`config.mk`:
```
export PLATFORM = sky130hd
export DESIGN_NAME = lsu_dmem_port
export DESIGN_NICKNAME = d
export VERILOG_FILES = /design/src/rtl/lsu_dmem_port.sv
export SDC_FILE = /design/constraint.sdc
export NUM_CORES = 1
export LEC_CHECK = 0
export CORE_UTILIZATION = 39
export CTS_BUF_LIST = sky130_fd_sc_hd__clkbuf_4
export DETAILED_ROUTE_END_ITERATION = 10
export GPL_ROUTABILITY_DRIVEN = 0
export PLACE_DENSITY = 0.78
export SKIP_LAST_GASP = 1
export SLEW_MARGIN = 20
export SYNTH_ARGS = -nofsm -noshare
export SYNTH_HDL_FRONTEND = slang
export SYNTH_SLANG_ARGS = --single-unit
```
`constraint.sdc`:
```
create_clock -name clk -period 1.79 [get_ports clk]
set_input_delay 0.358 -clock clk [delete_from_list [all_inputs] [get_ports clk]]
set_output_delay 0.358 -clock clk [all_outputs]
set_load 0.02 [all_outputs]
```
`src/rtl/lsu_dmem_port.sv`:
```
// lsu_dmem_port: load/store front-end for one port of the dual-port data memory.
// Takes one request per handshake, drives registered enable/address/mask/data
// for a single cycle, waits MEM_LAT cycles for load data, then returns one
// aligned and extended response pulse.
// Optional feature macro: LSU_MISALIGN_TRAP_EN (trap misaligned H/W accesses
// instead of silently aligning them down).
module lsu_dmem_port #(
    parameter int AW      = 32,
    parameter int MEM_LAT = 1
) (
    input  logic          clk,
    input  logic          reset,
    input  logic          req_valid,
    output logic          req_ready,
    input  logic          req_we,
    input  logic [2:0]    req_funct3,
    input  logic [AW-1:0] req_addr,
    input  logic [31:0]   req_wdata,
    output logic          resp_valid,
    output logic [31:0]   resp_rdata,
    output logic          resp_err,
    output logic          mem_cen,
    output logic [3:0]    mem_wmask,
    output logic [AW-1:0] mem_addr,
    output logic [31:0]   mem_wdata,
    input  logic [31:0]   mem_rdata
);

    localparam int CW = (MEM_LAT > 1) ? $clog2(MEM_LAT) : 1;

    typedef enum logic [1:0] {
        S_IDLE  = 2'd0,
        S_ISSUE = 2'd1,
        S_WAIT  = 2'd2
    } state_t;

    state_t          state_reg;
    state_t          state_next;
    logic [CW-1:0]   cnt_reg;
    logic            we_reg;
    logic [2:0]      funct3_reg;
    logic [1:0]      lane_reg;
    logic            mis_reg;

    logic            accept;
    logic            mis_now;
    logic [3:0]      wmask_now;
    logic [31:0]     wdata_now;
    logic            last_wait;
    logic            store_done;
    logic [31:0]     load_data;

    logic            resp_valid_reg;
    logic [31:0]     resp_rdata_reg;
    logic            resp_err_reg;
    logic            mem_cen_reg;
    logic [3:0]      mem_wmask_reg;
    logic [AW-1:0]   mem_addr_reg;
    logic [31:0]     mem_wdata_reg;

    assign accept     = req_valid & req_ready;
    assign last_wait  = (state_reg == S_WAIT) && (cnt_reg == CW'(MEM_LAT - 1));
    // Stores and trapped accesses both answer straight out of ISSUE.
    assign store_done = (state_reg == S_ISSUE) && (we_reg || mis_reg);

    // Misalignment detection for the incoming request (word = funct3[1] set).
    always_comb begin
`ifdef LSU_MISALIGN_TRAP_EN
        mis_now = ((req_funct3[1:0] == 2'b01) && req_addr[0]) ||
                  (req_funct3[1] && (req_addr[1:0] != 2'b00));
`else
        mis_now = 1'b0;
`endif
    end

    // Store lane placement: replicate data across lanes, select bytes by mask.
    always_comb begin
        case (req_funct3[1:0])
            2'b00: begin
                wdata_now = {4{req_wdata[7:0]}};
                wmask_now = 4'b0001 << req_addr[1:0];
            end
            2'b01: begin
                wdata_now = {2{req_wdata[15:0]}};
                wmask_now = req_addr[1] ? 4'b1100 : 4'b0011;
            end
            default: begin
                wdata_now = req_wdata;
                wmask_now = 4'b1111;
            end
        endcase
    end

    // Load extraction: pick the addressed lane and sign- or zero-extend.
    always_comb begin
        logic [7:0]  byte_sel;
        logic [15:0] half_sel;
        byte_sel = mem_rdata[8*lane_reg +: 8];
        half_sel = lane_reg[1] ? mem_rdata[31:16] : mem_rdata[15:0];
        case (funct3_reg[1:0])
            2'b00:   load_data = funct3_reg[2] ? {24'd0, byte_sel}
                                               : {{24{byte_sel[7]}}, byte_sel};
            2'b01:   load_data = funct3_reg[2] ? {16'd0, half_sel}
                                               : {{16{half_sel[15]}}, half_sel};
            default: load_data = mem_rdata;
        endcase
    end

    // State register.
    always_ff @(posedge clk) begin
        if (reset) begin
            state_reg <= S_IDLE;
        end else begin
            state_reg <= state_next;
        end
    end

    // Next-state logic.
    always_comb begin
        state_next = state_reg;
        case (state_reg)
            S_IDLE:  if (accept) state_next = S_ISSUE;
            S_ISSUE: state_next = (we_reg || mis_reg) ? S_IDLE : S_WAIT;
            S_WAIT:  if (last_wait) state_next = S_IDLE;
            default: state_next = S_IDLE;
        endcase
    end

    // FSM outputs: requests are only taken in IDLE.
    always_comb begin
        req_ready = (state_reg == S_IDLE);
    end

    // Request capture, memory port registers, wait counter and response registers.
    always_ff @(posedge clk) begin
        if (reset) begin
            cnt_reg        <= '0;
            we_reg         <= 1'b0;
            funct3_reg     <= 3'd0;
            lane_reg       <= 2'd0;
            mis_reg        <= 1'b0;
            mem_cen_reg    <= 1'b0;
            mem_wmask_reg  <= 4'd0;
            mem_addr_reg   <= '0;
            mem_wdata_reg  <= '0;
            resp_valid_reg <= 1'b0;
            resp_rdata_reg <= '0;
            resp_err_reg   <= 1'b0;
        end else begin
            // Enable and mask are high for exactly the ISSUE cycle.
            mem_cen_reg   <= accept & ~mis_now;
            mem_wmask_reg <= (accept & req_we & ~mis_now) ? wmask_now : 4'd0;
            if (accept) begin
                mem_addr_reg  <= {req_addr[AW-1:2], 2'b00};
                mem_wdata_reg <= wdata_now;
                we_reg        <= req_we;
                funct3_reg    <= req_funct3;
                lane_reg      <= req_addr[1:0];
                mis_reg       <= mis_now;
            end

            if (state_reg == S_ISSUE) begin
                cnt_reg <= '0;
            end else if (state_reg == S_WAIT) begin
                cnt_reg <= cnt_reg + CW'(1);
            end

            resp_valid_reg <= store_done | last_wait;
            resp_err_reg   <= store_done & mis_reg;
            if (store_done) begin
                resp_rdata_reg <= '0;
            end else if (last_wait) begin
                resp_rdata_reg <= load_data;
            end
        end
    end

    assign resp_valid = resp_valid_reg;
    assign resp_rdata = resp_rdata_reg;
    assign resp_err   = resp_err_reg;
    assign mem_cen    = mem_cen_reg;
    assign mem_wmask  = mem_wmask_reg;
    assign mem_addr   = mem_addr_reg;
    assign mem_wdata  = mem_wdata_reg;

endmodule

```
==> results of run 1 <==
[power breakdown]
group | switching (mW) | internal, mW | total, mW | leakage [nW]
combinational | 0.646 | 0.560 | 1.21 | 2.10
clock | 0.780 | 0.311 | 1.09 | 0.0661
sequential | 0.0864 | 2.58 | 2.66 | 0.895
total | 1.51 | 3.45 | 4.96 | 3.06
[Yosys cell counts, types with 3 or more instances]
master,count,area share [%]
nand2_1,125,10
dfxtp_1,109,48
a21oi_1,59,6.5
clkbuf_1,31,2.5
nor2_1,29,2.4
mux2i_1,24,5.3
o21ai_0,19,2.1
a211oi_1,16,2.6
a221o_1,16,3.5
a221oi_1,8,1.5
a311oi_1,8,1.5
nand3b_1,8,1.3
o211ai_1,8,1.3
mux2_1,7,1.7
o211a_1,7,1.5
o21ai_1,7,0.77
buf_1,5,0.41
buf_2,4,0.44
nand2b_1,4,0.55
buf_4,3,0.49
buf_6,3,0.74
[worst reg2reg max path: stages, from the launching register on]
cell and delay [ns]:
dfxtp_4 0.42, nand2_2 0.08, a2111o_1 0.48, a2111oi_4 0.29
buf_4 0.19, clkbuf_16 0.15, a221o_1 0.10
[cells in the final DEF (no fill, tap or decap), types with 2 or more instances in the layout]
| master | count |
|---|---|
| a211oi_1 | 16 |
| a21oi_1 | 59 |
| a221o_1 | 16 |
| a221oi_1 | 8 |
| a311oi_1 | 8 |
| buf_12 | 4 |
| buf_4 | 24 |
| clkbuf_4 | 11 |
| clkdlybuf4s50_1 | 100 |
| clkinv_1 | 2 |
| clkinv_2 | 2 |
| conb_1 | 3 |
| dfxtp_1 | 105 |
| dfxtp_2 | 3 |
| dlygate4sd2_1 | 100 |
| dlymetal6s2s_1 | 2 |
| mux2_1 | 7 |
| mux2i_1 | 24 |
| nand2_1 | 124 |
| nand2b_1 | 3 |
| nand3b_1 | 8 |
| nor2_1 | 28 |
| nor3b_2 | 3 |
| o211a_1 | 7 |
| o211ai_1 | 8 |
| o21ai_0 | 19 |
| o21ai_1 | 7 |
| o21bai_1 | 2 |
[through the flow]
step	total power [mW]	util (%)
after floorplan	3.32	-
after global placement	3.97	59.9
after detailed placement	4.01	59.9
after CTS	4.99	59.8
after global routing	5.19	60.4
final	4.96	60.4
[layer usage]
layer,vias up,track usage [%],wire [um]
met2,183,39.9,6990
met4,0,9.87,329
met3,26,8.41,1360
met5,-,0,0
li1,2250,-,-
met1,2137,26.6,5750
[final cells by class]
cell class / count / area (um^2) / share of cell area, %
multi-input cells: 368 / 2210 / 32.0
repair buffers: 233 / 2200 / 31.9
flip-flops and latches: 109 / 2190 / 31.7
well taps: 143 / 179 / 2.59
clock buffers: 11 / 82.6 / 1.20
clock inverters: 5 / 26.3 / 0.381
inverters: 2 / 7.51 / 0.109
diodes: 1 / 2.50 / 0.0363
[logic make-up after synthesis]
logic type | count (synthesis) | share of synthesized area (%)
AND/OR/NAND/NOR | 178 | 16.8
AO/OA/AOI/OAI | 154 | 22.9
flip-flops | 109 | 47.8
buffers and inverters | 48 | 4.79
multiplexers | 32 | 7.48
XOR/XNOR | 1 | 0.192
other | 1 | 0.0821
[final timing paths]
kind	endpoint	cells after the start	slack, ns	startpoint
worst min register to register	mem_wdata[0]	2	0.46	mem_wdata[0]
worst max register to register	resp_rdata[23]	6	0.03	lane_reg[1]
worst min-delay path	resp_rdata[23]	2	0.28	mem_rdata[23]
worst max-delay path	req_ready	2	0.02	state_reg[1]
[timing repair]
| action | CTS | global route |
|---|---|---|
| gates cloned | 0 | 1 |
| endpoints found under the setup margin | 122 | 23 |
| buffers inserted | 1 | 1 |
| gates resized for setup | 103 | 10 |
| pin swaps | 1 | 0 |
==> summary by stage, run 1 <==
STA
The number of hold violations in the final report came to 0. The worst hold slack after final layout is 0.279 ns. Across the routed clock network, the largest skew measured is 0.0129 ns. At the pin with the least slew margin, the transition time is 0.648 ns. Setup repair after global routing could not meet its margin everywhere. The number of setup violations in the final report is 0. Setup slack on the critical path of the routed design comes to 0.0184 ns. The time the worst path needs with I/O delays and setup is 1.77 ns. The count of final max-slew check failures is 0. The relative slew slack is 56.8%.

The highest clock rate is 564 MHz. Adding up every negative setup slack in the final design gives 0 ns. In the finished design, the share of the clock period the worst path needs comes to 99.0%.

Logic synthesis
The synthesized netlist contains 41 unique library cells. The synthesized netlist occupies a cell area of 4570 um^2. The number of synthesized flops with an enable pin is 0. The predominant post-synthesis flop cell is dfxtp_1. The share of flip-flops with an asynchronous set or reset is 0%. The count of mapped cells out of synthesis is 523. The register bit total from synthesis is 109. The average instance in the mapped netlist occupies 8.73 um^2. The sequential area share after synthesis is 47.8%.

For this run, the number of Yosys warnings is 0.

Status
The flow ran to the end, and the final reports show no timing, DRC or antenna violations.

CTS
The H-tree depth reported by CTS is 3. Buffers inserted during clock tree synthesis total 9. TritonCTS built the clock tree.

The clock-pin slew on the worst setup and hold paths is 0.16 ns. No sink is reached through more buffers than the 2 on the longest clock path. The clock latency reported for the late side of the worst-skew pair is 0.47 ns. Clock tree synthesis found a total of 109 sinks. The count of hold-fix buffers inserted at cts is 0. The root buffer cell is clkbuf_4.

Finish
With fillers left out, the area of the finished cells amounts to 6900 um^2. The number of nets in the final layout is 826. The number of filler cells placed in the layout is 1024. Of the cells placed in the final design, the portion with a size suffix greater than 1 is 8.79%.

The final standard cell count with taps included and fillers excluded is 872. From synthesis to final layout, the design area changed by 51.0%.

Die
In this run the standard cell core region covers 11400 um^2. The number of top-level pins is 207. The initial standard-cell utilization of the core is 40.0%. In this run the vertical extent of the chip is 110 um.

The overall die width is 110 um. The floorplan has 39 rows. The area of the die is 12100 um^2.

Route
The number of detailed-routing iterations run before antenna repair is 5. The average detailed-routed wire length per instance is 16.6 um. The initial detailed-routing violation count is 218.

The detailed-route DRC error count is 0. The routed layout has 4596 vias. The count of nets left with antenna violations once routing finished came out at 0. After detailed routing, the number of vias per cell comes to 5.27. The sum of routed wire length over all layers is 14400 um.

Setup path
In this design, the largest share of critical-path delay is due to flip-flops. The maximum net fanout on the critical path is 11. Data on the critical path is required at its endpoint by 1.43 ns.

The signal on the critical path passes through nor2_1 -> dlygate4sd2_1. The number of buffer and inverter instances along the worst setup path is 1. For this run, the slowest stage of the critical path takes 0.41 ns. The type of the worst setup path is reg -> out. The worst setup path is captured at an output port.

The signal arrival time at the worst endpoint is 1.41 ns. The slowest stage of the critical path belongs to the cell dfxtp_2. The worst setup path is launched from a flip-flop.

Global route
Global routing used 23.5% of the available tracks across all layers. The first global-routing pass estimated 21700 um of wire. Entering global routing, the biggest net connects 48 pins. The number of antenna violations at the first check in global routing is 1. The total congestion overflow after global routing is 0. The number of global-route vias before repair is 4388.

Power
For this design the static power due to leakage is 3.06 nW. The power density over the cells is 719 nW/um^2. The peak supply drop is 0.000541 V.

Place
Input and output buffers added on the ports amount to 203. Including well taps, the total number of placed cells is 852. The HPWL after detailed placement is 10800 um. The placed instance area is 6830 um^2. The pre-CTS setup slack is -0.478 ns.

Min path
In this run the worst hold path is classified as in -> reg.

Run
The number of maximum-capacitance violations is 0.
Power figures use the tool's default switching activity.
==> run 2: changes to the inputs <==
Settings changed: CORE_UTILIZATION 39 to 30, PLACE_DENSITY 0.78 to 0.62.
==> run 2 against run 1 <==
Compared with the run above: highest routed layer unchanged; sequential cell count stayed put; die area is 29% higher; wire length is 2.9% higher; sequential power hardly changed; critical path depth is 3 higher; combinational power hardly changed; clock-buffer cell count is 1 lower; power is 3.4% higher; the run now ends with design-rule violations left; global-route usage is 4.2 points lower.
==> summary by stage, run 2 (same netlist as run 1, synthesis figures left out) <==
STA
Timing would allow up to 589 MHz. The time the worst path needs with I/O delays and setup is 1.70 ns. Summed over all failing endpoints, the final setup total negative slack is 0 ns. Setup slack closes at 0.0924 ns.

The number of setup violations in the final report is 0. The final worst-path cycle share is 94.8%. The relative slew slack is 52.1%.

On the final layout, the worst hold slack is 0.333 ns. The count of final max-slew check failures is 0. The final worst clock skew is 0.0184 ns. Setup repair after global routing left no endpoint under its margin. For the pin with the worst max-slew slack, the measured transition is 0.718 ns. The number of hold violations in the final report came to 0.

CTS
The H-tree depth reported by CTS is 3. The tree is rooted in a clkbuf_4. The number of buffers on the longest clock path is 2. The clock latency reported for the late side of the worst-skew pair is 0.48 ns. Buffers inserted to repair hold after CTS numbered 0.

Buffers inserted during clock tree synthesis total 9. The clock-pin slew on the worst setup and hold paths is 0.17 ns. For this design, the sink count on the clock tree is 109. The CTS tree is done.

Place
The number of cells after detailed placement is 891. OpenSTA, run right after detailed placement, puts the worst setup slack at -0.394 ns. The count of port buffers added during placement is 203.

The placed instance area is 6880 um^2. Detailed placement ended at an HPWL of 11000 um.

Global route
The number of antenna violations at the first check in global routing is 1. The total global routing track utilization is 19.3%. The first-pass GRT wire length is 23800 um.

After global routing the overflow that remains totals 0. The pin count of the biggest net entering global routing is 58. The number of global-route vias before repair was 4559.

Setup path
The slowest cell on the critical path is dfxtp_2. The number of buffer and inverter instances along the worst setup path is 1. The critical register-to-register path startpoint is lane_reg[1]. Measured in cells, the most critical reg-to-reg path has a length of 5.

The data required time at the worst endpoint is 2.21 ns. The critical path starts at lane_reg[1]. STA classifies the critical path endpoint as a flip-flop. The most critical setup path has its endpoint at resp_rdata[26].

The maximum net fanout on the critical path is 16. At the worst endpoint, the arrival time is 2.12 ns. The kind of start point of the critical path is a flip-flop. Across all register-to-register paths, the minimum setup slack is 0.09 ns. The setup path with the least slack is of type reg -> reg.

The total number of cells along the worst setup path is 5. The largest stage delay on the critical path is 0.43 ns. The end of the worst register-to-register path is resp_rdata[26]. Walking the worst path, the cells encountered are mux2i_1 -> or3_4 -> a2111oi_4 -> buf_12 -> a221o_1.

The top cell family by delay on the critical path is compound AO/OA/AOI/OAI gates.

Die
The initial utilization of the core area, before any placement, comes to 31.1%. From bottom edge to top edge, the die measures 125 um. The overall die width is 125 um. The core region is 14700 um^2.

The number of top-level pins is 207. The total number of placement rows is 44. The area of the die is 15700 um^2.

Route
Using the TritonRoute via totals, the vias-per-cell ratio works out to 5.02. Wires add up to 14900 um. In this run the remaining antenna-violating nets after routing total 0. The average detailed-routed wire length per instance is 16.3 um. The first routing iteration left 249 violations. The routed layout has 4559 vias. The number of detailed-routing iterations run before antenna repair is 8. The detailed-route DRC error count is 13.

Finish
After the last flow step, the layout net total stands at 822. The final standard cell count with taps included and fillers excluded is 909. In the final layout, the share of cells above drive strength 1 is 8.29%. The commonest non-fill, non-tap cell in the layout is nand2_1. The number of filler cells placed in the layout is 1432.

The library cells used most frequently in the layout, excluding fill and tap cells, are 125 x nand2_1, 106 x dfxtp_1, 101 x clkdlybuf4s50_1, 99 x dlygate4sd2_1, 59 x a21oi_1. Compared with the post-synthesis result, the final layout area differs by 51.4%. Summing all non-filler instances in the final layout gives an area of 6920 um^2.

Power
Dividing total power by cell area gives a power density of 741 nW/um^2. The net switching share of the total power is 30.3%. The peak supply drop is 0.000426 V.

The register share of total power is 51.9%. The leakage power is 3.04 nW. The combinational cell fraction of total power is 23.4%. The fraction of power consumed by the clock network is 24.7%.

Summed over all nets, the switching power comes to 1.56 mW. The cell-internal power is 3.57 mW.

Status
The checks that failed: design-rule violations. The flow ran to the end, but the final reports show violations.

Min path
The class of the tightest hold or removal check is in -> reg.

Run
Max-cap violations in this run came to 0.
## run 2: cell type report
| type | count | area [um^2] | share of cell area [%] |
|---|---|---|---|
| antenna | 1 | 2.50 | 0.0362 |
| clock buffer | 10 | 75.1 | 1.09 |
| clock inverter | 6 | 61.3 | 0.886 |
| inverter | 2 | 7.51 | 0.109 |
| multi-input combinational | 368 | 2200 | 31.7 |
| sequential | 109 | 2190 | 31.6 |
| tap | 184 | 230 | 3.33 |
| timing repair buffer | 229 | 2160 | 31.2 |
## run 2: layer usage
metal	routed length, um	GRT usage, %	up-vias
li1	-	-	2240
met1	6090	22.4	2120
met2	6990	32.3	177
met3	1480	6.76	22
met4	301	8.03	0
met5	0	0	-
## run 2: worst min path at each step
stage | start | slack (ns) | end | depth (start not counted)
after floorplan | we_reg | 0.45 | we_reg | 2
after global placement | mem_addr[12] | 0.44 | mem_addr[12] | 2
after detailed placement | mem_wdata[6] | 0.45 | mem_wdata[6] | 2
after CTS | reset | 0.30 | resp_rdata[13] | 4
after global routing | reset | 0.32 | resp_rdata[13] | 4
final | reset | 0.33 | resp_rdata[13] | 4
## run 2: what timing repair did
item                                    CTS  global route
resized for setup                       104             5
buffers inserted                          1             0
pin swaps                                 1             0
endpoints found under the setup margin  124             3
## run 2: worst reg2reg max path: stages, from the launching register on
cell and delay, ns:
dfxtp_2 0.43, mux2i_1 0.11, or3_4 0.39, a2111oi_4 0.42, buf_12 0.19, a221o_1 0.11
## run 2: power by group through the flow
stage          clock (mW)  combinational (mW)  sequential [mW]
2_1_floorplan           0               0.452             2.87
3_3_place_gp            0                1.28             2.71
3_5_place_dp            0                1.29             2.72
4_1_cts              1.31                1.21             2.66
5_1_grt              1.42                1.30             2.68
6_report             1.27                1.20             2.66
## run 2: metrics by stage
| step | util, % | power (mW) |
|---|---|---|
| 6_report | 47.1 | 5.13 |
| 3_5_place_dp | 46.8 | 4.01 |
| 2_1_floorplan | - | 3.32 |
| 3_3_place_gp | 46.8 | 3.99 |
| 4_1_cts | 47.0 | 5.18 |
| 5_1_grt | 47.1 | 5.40 |
